**src/rtl/wb_pkg.sv**
```systemverilog
// Shared types for the register-file write arbiter: widths, queue entry, winner select.
package wb_pkg;

    localparam int unsigned REG_W  = 5;
    localparam int unsigned DATA_W = 32;

    localparam logic [REG_W-1:0] ZERO_REG = '0;

    typedef struct packed {
        logic [REG_W-1:0]  dst;
        logic [DATA_W-1:0] data;
    } wb_entry_t;

    typedef enum logic [1:0] {
        SEL_NONE,
        SEL_ALU,
        SEL_QUEUE,
        SEL_BYPASS
    } wb_sel_e;

endpackage

```
**src/rtl/wb_fifo.sv**
```systemverilog
// In-order LSU result queue (DEPTH power of 2); WB_PEND_FWD_EN exposes all entries
// oldest-first with a valid mask for the pending-write lookup.
module wb_fifo
    import wb_pkg::*;
#(
    parameter int unsigned DEPTH = 4
) (
    input  logic                    clk_i,
    input  logic                    rst_i,
    input  logic                    push_i,
    input  wb_entry_t               push_entry_i,
    input  logic                    pop_i,
    output wb_entry_t               head_o,
    output logic [$clog2(DEPTH):0]  count_o,
    output logic                    full_o,
    output logic                    empty_o
`ifdef WB_PEND_FWD_EN
    ,
    output wb_entry_t [DEPTH-1:0]   entries_o,
    output logic [DEPTH-1:0]        valid_o
`endif
);

    localparam int unsigned PW = $clog2(DEPTH);
    localparam int unsigned CW = PW + 1;

    wb_entry_t         mem_q [DEPTH];
    logic [PW-1:0]     wr_ptr_q, rd_ptr_q;
    logic [CW-1:0]     count_q;

    always_ff @(posedge clk_i) begin
        if (rst_i) begin
            wr_ptr_q <= '0;
            rd_ptr_q <= '0;
            count_q  <= '0;
        end else begin
            if (push_i) wr_ptr_q <= wr_ptr_q + 1'b1;
            if (pop_i)  rd_ptr_q <= rd_ptr_q + 1'b1;
            count_q <= count_q + CW'(push_i) - CW'(pop_i);
        end
    end

    // Storage needs no reset: only entries below count are ever observed.
    always_ff @(posedge clk_i) begin
        if (push_i) mem_q[wr_ptr_q] <= push_entry_i;
    end

    assign head_o  = mem_q[rd_ptr_q];
    assign count_o = count_q;
    assign full_o  = (count_q == CW'(DEPTH));
    assign empty_o = (count_q == '0);

`ifdef WB_PEND_FWD_EN
    always_comb begin
        for (int unsigned i = 0; i < DEPTH; i++) begin
            entries_o[i] = mem_q[rd_ptr_q + PW'(i)];
            valid_o[i]   = (CW'(i) < count_q);
        end
    end
`endif

endmodule

```
**src/rtl/wb_write_arbiter.sv**
```systemverilog
// Register-file write port driver: ALU results win, LSU results queue in order.
// Optional pending-write forwarding lookup enabled by WB_PEND_FWD_EN.
module wb_write_arbiter
    import wb_pkg::*;
#(
    parameter int unsigned DEPTH        = 4,
    parameter int unsigned STARVE_LIMIT = 3
) (
    input  logic        clk,
    input  logic        rst,
    input  logic        alu_valid,
    input  logic [4:0]  alu_reg,
    input  logic [31:0] alu_data,
    output logic        alu_stall,
    input  logic        lsu_valid,
    output logic        lsu_ready,
    input  logic [4:0]  lsu_reg,
    input  logic [31:0] lsu_data,
    output logic        RegWrite,
    output logic [4:0]  WriteReg,
    output logic [31:0] WriteData,
    input  logic [4:0]  q1_reg,
    input  logic [4:0]  q2_reg,
    output logic        q1_hit,
    output logic        q2_hit,
    output logic [31:0] q1_data,
    output logic [31:0] q2_data
);

    localparam int unsigned SW = $clog2(STARVE_LIMIT + 2);

    wb_entry_t              head, win, lsu_entry;
    logic [$clog2(DEPTH):0] count;
    logic                   full, empty, push, pop, lsu_fire;
    wb_sel_e                sel;

    logic [SW-1:0]          starve_q, starve_d;
    logic                   stall_q, stall_d;
    logic                   regwrite_q;
    logic [REG_W-1:0]       wreg_q;
    logic [DATA_W-1:0]      wdata_q;

`ifdef WB_PEND_FWD_EN
    wb_entry_t [DEPTH-1:0]  q_entries;
    logic [DEPTH-1:0]       q_valid;
`endif

    assign lsu_entry = '{dst: lsu_reg, data: lsu_data};
    assign lsu_ready = !rst && !full;
    assign lsu_fire  = lsu_valid && lsu_ready;

    wb_fifo #(.DEPTH(DEPTH)) u_fifo (
        .clk_i        (clk),
        .rst_i        (rst),
        .push_i       (push),
        .push_entry_i (lsu_entry),
        .pop_i        (pop),
        .head_o       (head),
        .count_o      (count),
        .full_o       (full),
        .empty_o      (empty)
`ifdef WB_PEND_FWD_EN
        ,
        .entries_o    (q_entries),
        .valid_o      (q_valid)
`endif
    );

    always_comb begin
        sel = SEL_NONE;
        win = '0;
        pop = 1'b0;
        if (alu_valid) begin
            sel = SEL_ALU;
            win = '{dst: alu_reg, data: alu_data};
        end else if (!empty) begin
            sel = SEL_QUEUE;
            win = head;
            pop = 1'b1;
        end else if (lsu_fire) begin
            sel = SEL_BYPASS;
            win = lsu_entry;
        end
    end

    assign push = lsu_fire && (sel != SEL_BYPASS);

    // Stall follows the next counter value so it rises right after the limiting
    // wait cycle and falls right after the pop that clears the counter.
    always_comb begin
        starve_d = starve_q;
        if (empty || pop) begin
            starve_d = '0;
        end else if (sel == SEL_ALU && starve_q < SW'(STARVE_LIMIT)) begin
            starve_d = starve_q + 1'b1;
        end
        stall_d = (starve_d >= SW'(STARVE_LIMIT));
    end

    always_ff @(posedge clk) begin
        if (rst) begin
            starve_q   <= '0;
            stall_q    <= 1'b0;
            regwrite_q <= 1'b0;
            wreg_q     <= '0;
            wdata_q    <= '0;
        end else begin
            starve_q <= starve_d;
            stall_q  <= stall_d;
            if (sel != SEL_NONE) begin
                regwrite_q <= (win.dst != ZERO_REG);
                wreg_q     <= win.dst;
                wdata_q    <= win.data;
            end else begin
                regwrite_q <= 1'b0;
            end
        end
    end

    assign alu_stall = stall_q;
    assign RegWrite  = regwrite_q;
    assign WriteReg  = wreg_q;
    assign WriteData = wdata_q;

`ifdef WB_PEND_FWD_EN
    // Entries arrive oldest-first, so later matches override: bypass > tail > head.
    function automatic logic [DATA_W:0] fwd_lookup(
        input logic [REG_W-1:0]    q,
        input wb_entry_t [DEPTH-1:0] ents,
        input logic [DEPTH-1:0]    vld,
        input logic                byp_v,
        input wb_entry_t           byp
    );
        logic              hit;
        logic [DATA_W-1:0] data;
        hit  = 1'b0;
        data = '0;
        if (q != ZERO_REG) begin
            for (int unsigned i = 0; i < DEPTH; i++) begin
                if (vld[i] && ents[i].dst == q) begin
                    hit  = 1'b1;
                    data = ents[i].data;
                end
            end
            if (byp_v && byp.dst == q) begin
                hit  = 1'b1;
                data = byp.data;
            end
        end
        return {hit, data};
    endfunction

    assign {q1_hit, q1_data} = fwd_lookup(q1_reg, q_entries, q_valid, lsu_fire, lsu_entry);
    assign {q2_hit, q2_data} = fwd_lookup(q2_reg, q_entries, q_valid, lsu_fire, lsu_entry);
`else
    logic unused_fwd_addr;
    assign unused_fwd_addr = ^{q1_reg, q2_reg};
    assign q1_hit  = 1'b0;
    assign q2_hit  = 1'b0;
    assign q1_data = '0;
    assign q2_data = '0;
`endif

endmodule

```
**config.mk**
```make
export PLATFORM = sky130hd
export DESIGN_NAME = wb_write_arbiter
export DESIGN_NICKNAME = d
export VERILOG_FILES = /design/src/rtl/wb_pkg.sv /design/src/rtl/wb_fifo.sv /design/src/rtl/wb_write_arbiter.sv
export SDC_FILE = /design/constraint.sdc
export NUM_CORES = 1
export LEC_CHECK = 0
export BUFFER_PORTS_ARGS = -buffer_cell sky130_fd_sc_hd__buf_2
export CAP_MARGIN = 30
export CORE_UTILIZATION = 54
export DETAILED_ROUTE_END_ITERATION = 8
export MAX_ROUTING_LAYER = met4
export PLACE_DENSITY = 0.79
export SYNTH_ARGS = -nofsm -noshare
export SYNTH_HDL_FRONTEND = slang
export SYNTH_SLANG_ARGS = --single-unit
export TNS_END_PERCENT = 20
```
**constraint.sdc**
```tcl
create_clock -name clk -period 3.35 [get_ports clk]
set_clock_uncertainty 0.1 [all_clocks]
set_input_delay 0.1675 -clock clk [delete_from_list [all_inputs] [get_ports clk]]
set_output_delay 0.1675 -clock clk [all_outputs]
set_load 0.01 [all_outputs]
```
Word level (Yosys, flattened, before mapping)
Memories as Yosys holds them, arrays and structs flattened. A register that Yosys moved wholly into a read port is not among the register bits.
Index checks and enable logic that the tools add are counted.

storage, ports and cells
  bits in latches = 0
  output and inout bits = 106
  register bits = 49
  memories kept = 1
  memory bits (read-only) = 0
  memory bits (writable) = 148

memories
  memory        depth  width  read ports  clocked after Yosys merged registers in  wr ports  line           RTL
  u_fifo.mem_q  4      37     1           1                                        1         wb_fifo.sv:27  wb_entry_t mem_q [DEPTH];

operators by class
  reductions and logical operators = 11
  equality and inequality tests = 3
  multiplexer cells = 14
  $add $sub $neg = 5
  div/mod/pow operators = 0
  shifts and indexed selects = 0
  bitwise logic cells = 1
  multipliers = 0
  magnitude comparators = 2

operators by type and width
  operator                                              number
  two-way mux 37 bit                                    3
  two-way mux 2 bit                                     5
  two-way mux 3 bit                                     2
  nonzero test 5 bit                                    1
  adder 2 x 1 -> 2 bit (second input constant)          2
  logical AND 1 bit                                     4
  two-way mux 1 bit                                     4
  adder 3 x 1 -> 3 bit                                  1
  adder 3 x 1 -> 3 bit (second input constant)          1
  == test 3 bit (second input constant)                 1
  >= comparator 3 x 2 -> 1 bit (second input constant)  1
  logical NOT 3 bit                                     1
  < comparator 3 x 2 -> 1 bit (second input constant)   1
  subtractor 3 x 1 -> 3 bit                             1
  == test 2 x 1 -> 1 bit (second input constant)        1
  logical NOT 1 bit                                     2
  != test 2 bit (second input constant)                 1
  nonzero test 2 bit                                    1
  OR reduction 2 bit                                    1
  logical OR 1 bit                                      1
  NOT 1 bit                                             1

Longest topological paths before layout
  depth in word-level cells = 12
  depth in mapped cells = 10
  mapped depth without buffers = 9

Modules after synthesis
From an unflattened synthesis, not the netlist that was laid out.

second synthesis, totals
  cell total of the unflattened synthesis = 600
  area, all modules = 8553.2 µm²

by module, submodules not included
  module            times used  area each (µm²)  seq. area each (µm²)  cells an instance
  wb_fifo           1           5834.3           4624.4                235
  wb_write_arbiter  1           2718.9           840.8                 365

Worst setup path after synthesis
Ideal clock, no wire load.

  path kind = input-to-reg
  start point = input port rst
  end point = memory u_fifo.mem_q[0][0] in the netlist's numbering, enable pin
  setup time = 0.398 ns
  stages on the path = 6
  path slack = 0.944 ns
  path buffers = 3
  data arrival time = 1.908 ns
  cell sequence = buf_2 -> nor2b_1 -> buf_2 -> o31a_1 -> clkbuf_1 -> and2_1

between the ends
  cells in the longest elaborated chain, start to end = 10

RTL lines
  what                                       line                    RTL
  from (decl)                                wb_write_arbiter.sv:10  input logic rst,
  logical NOT 1 bit *                        wb_write_arbiter.sv:49  assign lsu_ready = !rst && !full;
  logical AND 1 bit *                        wb_write_arbiter.sv:49
  logical AND 1 bit *                        wb_write_arbiter.sv:50  assign lsu_fire = lsu_valid && lsu_ready;
  two-way mux 2 bit                          wb_write_arbiter.sv:80  end else if (lsu_fire) begin
  two-way mux 2 bit                          wb_write_arbiter.sv:76  end else if (!empty) begin
  two-way mux 2 bit                          wb_write_arbiter.sv:73  if (alu_valid) begin
  != test 2 bit                              wb_write_arbiter.sv:86  assign push = lsu_fire && (sel != SEL_BYPASS);
  logical AND 1 bit *                        wb_write_arbiter.sv:86
  via push                                   wb_write_arbiter.sv:34  logic full, empty, push, pop, lsu_fire;
  two-way mux 1 bit *                        wb_fifo.sv:45           if (push_i) mem_q[wr_ptr_q] <= push_entry_i;
  two-way mux 1 bit (not written as such) *  wb_fifo.sv:45
  to (decl)                                  wb_fifo.sv:27

Mark *: on every way through the listed nets, which the timed path passes. The rest lies on a longest branch.

Final worst setup path
  start point = register u_fifo.count_q[2], in the netlist u_fifo.count_o[2]
  end point = register u_fifo.count_q[2], in the netlist u_fifo.count_o[2]

between the ends
  elaborated cells between the ends (all ways) = 14
  classes of those cells = add/sub (2); eq/ne (2); mux (5); reduce/logical (5)

RTL lines
  what                       line                    RTL
  from (decl)                wb_fifo.sv:29           logic [CW-1:0] count_q;
  from (signal assigned)     wb_fifo.sv:39           count_q <= count_q + CW'(push_i) - CW'(pop_i);
  logical NOT 3 bit          wb_fifo.sv:51           assign empty_o = (count_q == '0);
  two-way mux 1 bit          wb_write_arbiter.sv:76
  two-way mux 1 bit          wb_write_arbiter.sv:73
  via pop                    wb_write_arbiter.sv:34
  subtractor 3 x 1 -> 3 bit  wb_fifo.sv:39

The timed path passes the listed nets, and every way through them passes these cells.
A chain may end at the register's enable or synchronous reset.

==> impl_metrics.tcl <==
set metrics [dict create \
    synthToLayoutAreaGrowth_pct 20.0 \
    worst_slack_ns 0.772 \
    yosysSeqAreaShare 0.653 \
    path_clk_slew_ns 0.07 \
    fmax_mhz 388 \
    dr.pass1.iters 5 \
    die_h_um 126 \
    postSynthAreaPerCell_um2 15.3 \
    placed_instance_count 832 \
    synth_top_cells_by_area "sky130_fd_sc_hd__edfxtp_1 (53%), sky130_fd_sc_hd__dfxtp_1 (12%), sky130_fd_sc_hd__mux4_2 (10%)" \
    post_synth_inst_count 548 \
    detailroute.via_count 5154 \
    rows 45 \
    run_status "completed" \
    clkLatencyLatePin_ns 0.42 \
    cts.repair.resized 0 \
    report.final.slew_viol_count 0 \
    cap_viol_max_count 0 \
    synth.ff_latch_count 199 \
    place.port_buffers 117 \
    num_io_pins 194 \
    grt_util_all_layers 0.234 \
    worstMarginPinSlew_ns 0.910 \
    wl_per_cell_um 18.8 \
    hold_path.class "in -> reg" \
    synth_area_leader_cell "sky130_fd_sc_hd__edfxtp_1" \
    period_minus_slack_ns 2.58 \
    synth.cell_area_um2 8370 \
    holdWs_ns 0.00108 \
    leakage_nw 3.74 \
    gp_routability_congestion 0.774 \
    drt_iter0_markers 287 \
    numCtsBuffers 17 \
    initial_antenna_violation_count 0 \
    start_util 0.552 \
    maximum_number_of_pins_on_one_net_before_global_route_repair 41 \
    finalSetupViolations 0 \
    final_core_utilization 0.663 \
    synth.yosys.warnings 0 \
    overall_power_after_layout_mw 6.60 \
    library_cells_used_by_synthesis 37 \
    setup_repair_after_global_routing_missed_its_margin "no" \
    fin_crit_sh 0.770 \
    critical_path.max_fanout 10 \
    worst_ep_arrival_time_ns 2.78 \
    finalHoldViolations 0 \
    number_of_global_route_vias_before_repair 5132 \
    power.density_cell_area_nw_per_um2 658 \
    route.final.wire_length_um 17300 \
    numClockSinks 199 \
    post-route-drc-count 0 \
    post-dp-hpwl_um 10500 \
    ant_nets 0 \
    dp_slack_ns 0.712 \
    worst_setup_path_start_kind "register" \
    fin_tns_setup_ns 0 \
    finish.cell_count_without_fillers 923 \
    critical_path_required_ns 3.56 \
    worst-setup-path-type "reg -> reg" \
    share_of_flip_flops_with_an_asynchronous_set_or_reset 0 \
    htree_num_levels 4 \
    setup.worst_path.end_class "register" \
    die_width_um 126 \
    layout-drive-gt1-share 0.279 \
    synth-edff-count 148 \
    root_buffer "sky130_fd_sc_hd__clkbuf_16" \
    route.detailed.vias_per_inst 5.58 \
    synthFlopType "sky130_fd_sc_hd__edfxtp_1" \
    globalRouteOverflowTotal 0 \
    place_area_um2 8870 \
    nNetsFinal 818 \
    yosys.area.top_type_share 0.531 \
    peakVddDrop_v 0.000475 \
    die_area_um2 16000 \
    placeableCoreArea_um2 15100 \
    tritoncts_clock_tree "yes" \
    grt_pass1_wl_um 27000 \
    final_area_um2 10000 \
    antenna-diode-count 0 \
    clock_tree.buffer_depth 2 \
    post_cts_setup_bufs 0 \
    ctsHoldBuffers 59 \
    worst_slew_margin_rel 0.394 \
]
-- cell families (layout without fill, tap and decap cells) --
kind of cell | count (synthesis) | in the layout | synth area share
flip-flops | 199 | 199 | 0.653
AO/OA/AOI/OAI | 116 | 116 | 0.0923
buffers and inverters | 108 | 230 | 0.0853
AND/OR/NAND/NOR | 71 | 71 | 0.0476
multiplexers | 39 | 39 | 0.102
adder cells (fa/ha/maj) | 8 | 8 | 0.0129
XOR/XNOR | 6 | 6 | 0.00628
other | 1 | 66 | 0.000448
-- final cells by class --
cell class,instances,area [µm²]
multi-input combinational,306,2440
timing repair buffer,190,1290
sequential,199,5470
clock inverter,10,126
tap,188,235
inverter,8,30.0
clock buffer,22,444
fill,1020,5110
-- final timing paths --
path | from | endpoint | slack, ns | cells past startpoint
min | alu_reg[3] | WriteReg[3] | 0.001 | 3
min reg2reg | WriteData[2] | WriteData[2] | 0.38 | 2
max | u_fifo.count_o[2] | u_fifo.count_o[2] | 0.77 | 9
max reg2reg | u_fifo.count_o[2] | u_fifo.count_o[2] | 0.77 | 9
-- routing by layer --
layer,share of wire,GRT usage
met4,0.017,0.0879
met5,0,-
met2,0.51,0.389
met3,0.067,0.0401
met1,0.41,0.289
-- worst max-delay path: stages, from the launching register on --
cell,delay [ns]
sky130_fd_sc_hd__dfxtp_1,0.37
sky130_fd_sc_hd__nor3_4,0.42
sky130_fd_sc_hd__nor2_1,0.16
sky130_fd_sc_hd__ha_1,0.35
sky130_fd_sc_hd__inv_1,0.06
sky130_fd_sc_hd__ha_1,0.19
sky130_fd_sc_hd__fa_1,0.38
sky130_fd_sc_hd__xnor2_1,0.23
sky130_fd_sc_hd__xnor2_1,0.14
sky130_fd_sc_hd__nor2_1,0.05
-- registers in the layout (all words and copies together), names as in the netlist, named ones only --
signal and count:
u_fifo.count_o 3, u_fifo.rd_ptr_q 2, u_fifo.mem_q 148, starve_q 3, u_fifo.wr_ptr_q 2, alu_stall 1
WriteReg 5, WriteData 32, RegWrite 1
-- synthesized netlist by cell type, types with 2 or more instances --
library cell                  n
sky130_fd_sc_hd__edfxtp_1   148
sky130_fd_sc_hd__xnor2_1      5
sky130_fd_sc_hd__nor2b_1      3
sky130_fd_sc_hd__a2bb2oi_1    4
sky130_fd_sc_hd__o21ai_1      7
sky130_fd_sc_hd__or3_1        2
sky130_fd_sc_hd__buf_1        2
sky130_fd_sc_hd__and2_1      33
sky130_fd_sc_hd__nor3_4       2
sky130_fd_sc_hd__buf_6        4
sky130_fd_sc_hd__a21oi_1     10
sky130_fd_sc_hd__nand2_1     11
sky130_fd_sc_hd__a211oi_1     2
sky130_fd_sc_hd__dfxtp_1     51
sky130_fd_sc_hd__buf_2        9
sky130_fd_sc_hd__ha_1         7
sky130_fd_sc_hd__a22oi_1     56
sky130_fd_sc_hd__nor2_1      15
sky130_fd_sc_hd__inv_1        8
sky130_fd_sc_hd__clkbuf_1    14
sky130_fd_sc_hd__mux2i_1      2
sky130_fd_sc_hd__mux4_2      37
sky130_fd_sc_hd__o221ai_1     3
sky130_fd_sc_hd__a31oi_1      6
sky130_fd_sc_hd__buf_4       71
sky130_fd_sc_hd__o22ai_1      3
sky130_fd_sc_hd__o21ai_0     23
-- cell usage in the layout (no fill, tap or decap), types with 2 or more instances in the layout --
cell and n:
sky130_fd_sc_hd__a211oi_1 2, sky130_fd_sc_hd__a21oi_1 10, sky130_fd_sc_hd__a22oi_1 56, sky130_fd_sc_hd__a2bb2oi_1 4, sky130_fd_sc_hd__a31oi_1 6, sky130_fd_sc_hd__and2_1 29
sky130_fd_sc_hd__and2_2 4, sky130_fd_sc_hd__buf_2 117, sky130_fd_sc_hd__buf_4 13, sky130_fd_sc_hd__bufinv_16 2, sky130_fd_sc_hd__clkbuf_1 5, sky130_fd_sc_hd__clkbuf_16 17
sky130_fd_sc_hd__clkinv_4 4, sky130_fd_sc_hd__clkinvlp_4 3, sky130_fd_sc_hd__conb_1 66, sky130_fd_sc_hd__dfxtp_1 49, sky130_fd_sc_hd__dfxtp_2 2, sky130_fd_sc_hd__dlygate4sd3_1 59
sky130_fd_sc_hd__edfxtp_1 148, sky130_fd_sc_hd__ha_1 7, sky130_fd_sc_hd__inv_1 8, sky130_fd_sc_hd__mux2i_1 2, sky130_fd_sc_hd__mux4_2 37, sky130_fd_sc_hd__nand2_1 11
sky130_fd_sc_hd__nor2_1 15, sky130_fd_sc_hd__nor2b_1 3, sky130_fd_sc_hd__nor3_4 2, sky130_fd_sc_hd__o21ai_0 23, sky130_fd_sc_hd__o21ai_1 7, sky130_fd_sc_hd__o221ai_1 3
sky130_fd_sc_hd__o22ai_1 3, sky130_fd_sc_hd__xnor2_1 5
-- report_power, final --
part / leakage, nW / switching (mW) / internal [mW]
registers: 1.76 / 0.153 / 2.84
clock network: 0.265 / 0.858 / 1.11
logic: 1.71 / 0.874 / 0.761
total: 3.74 / 1.89 / 4.71
(Power assumes the default switching activity.)
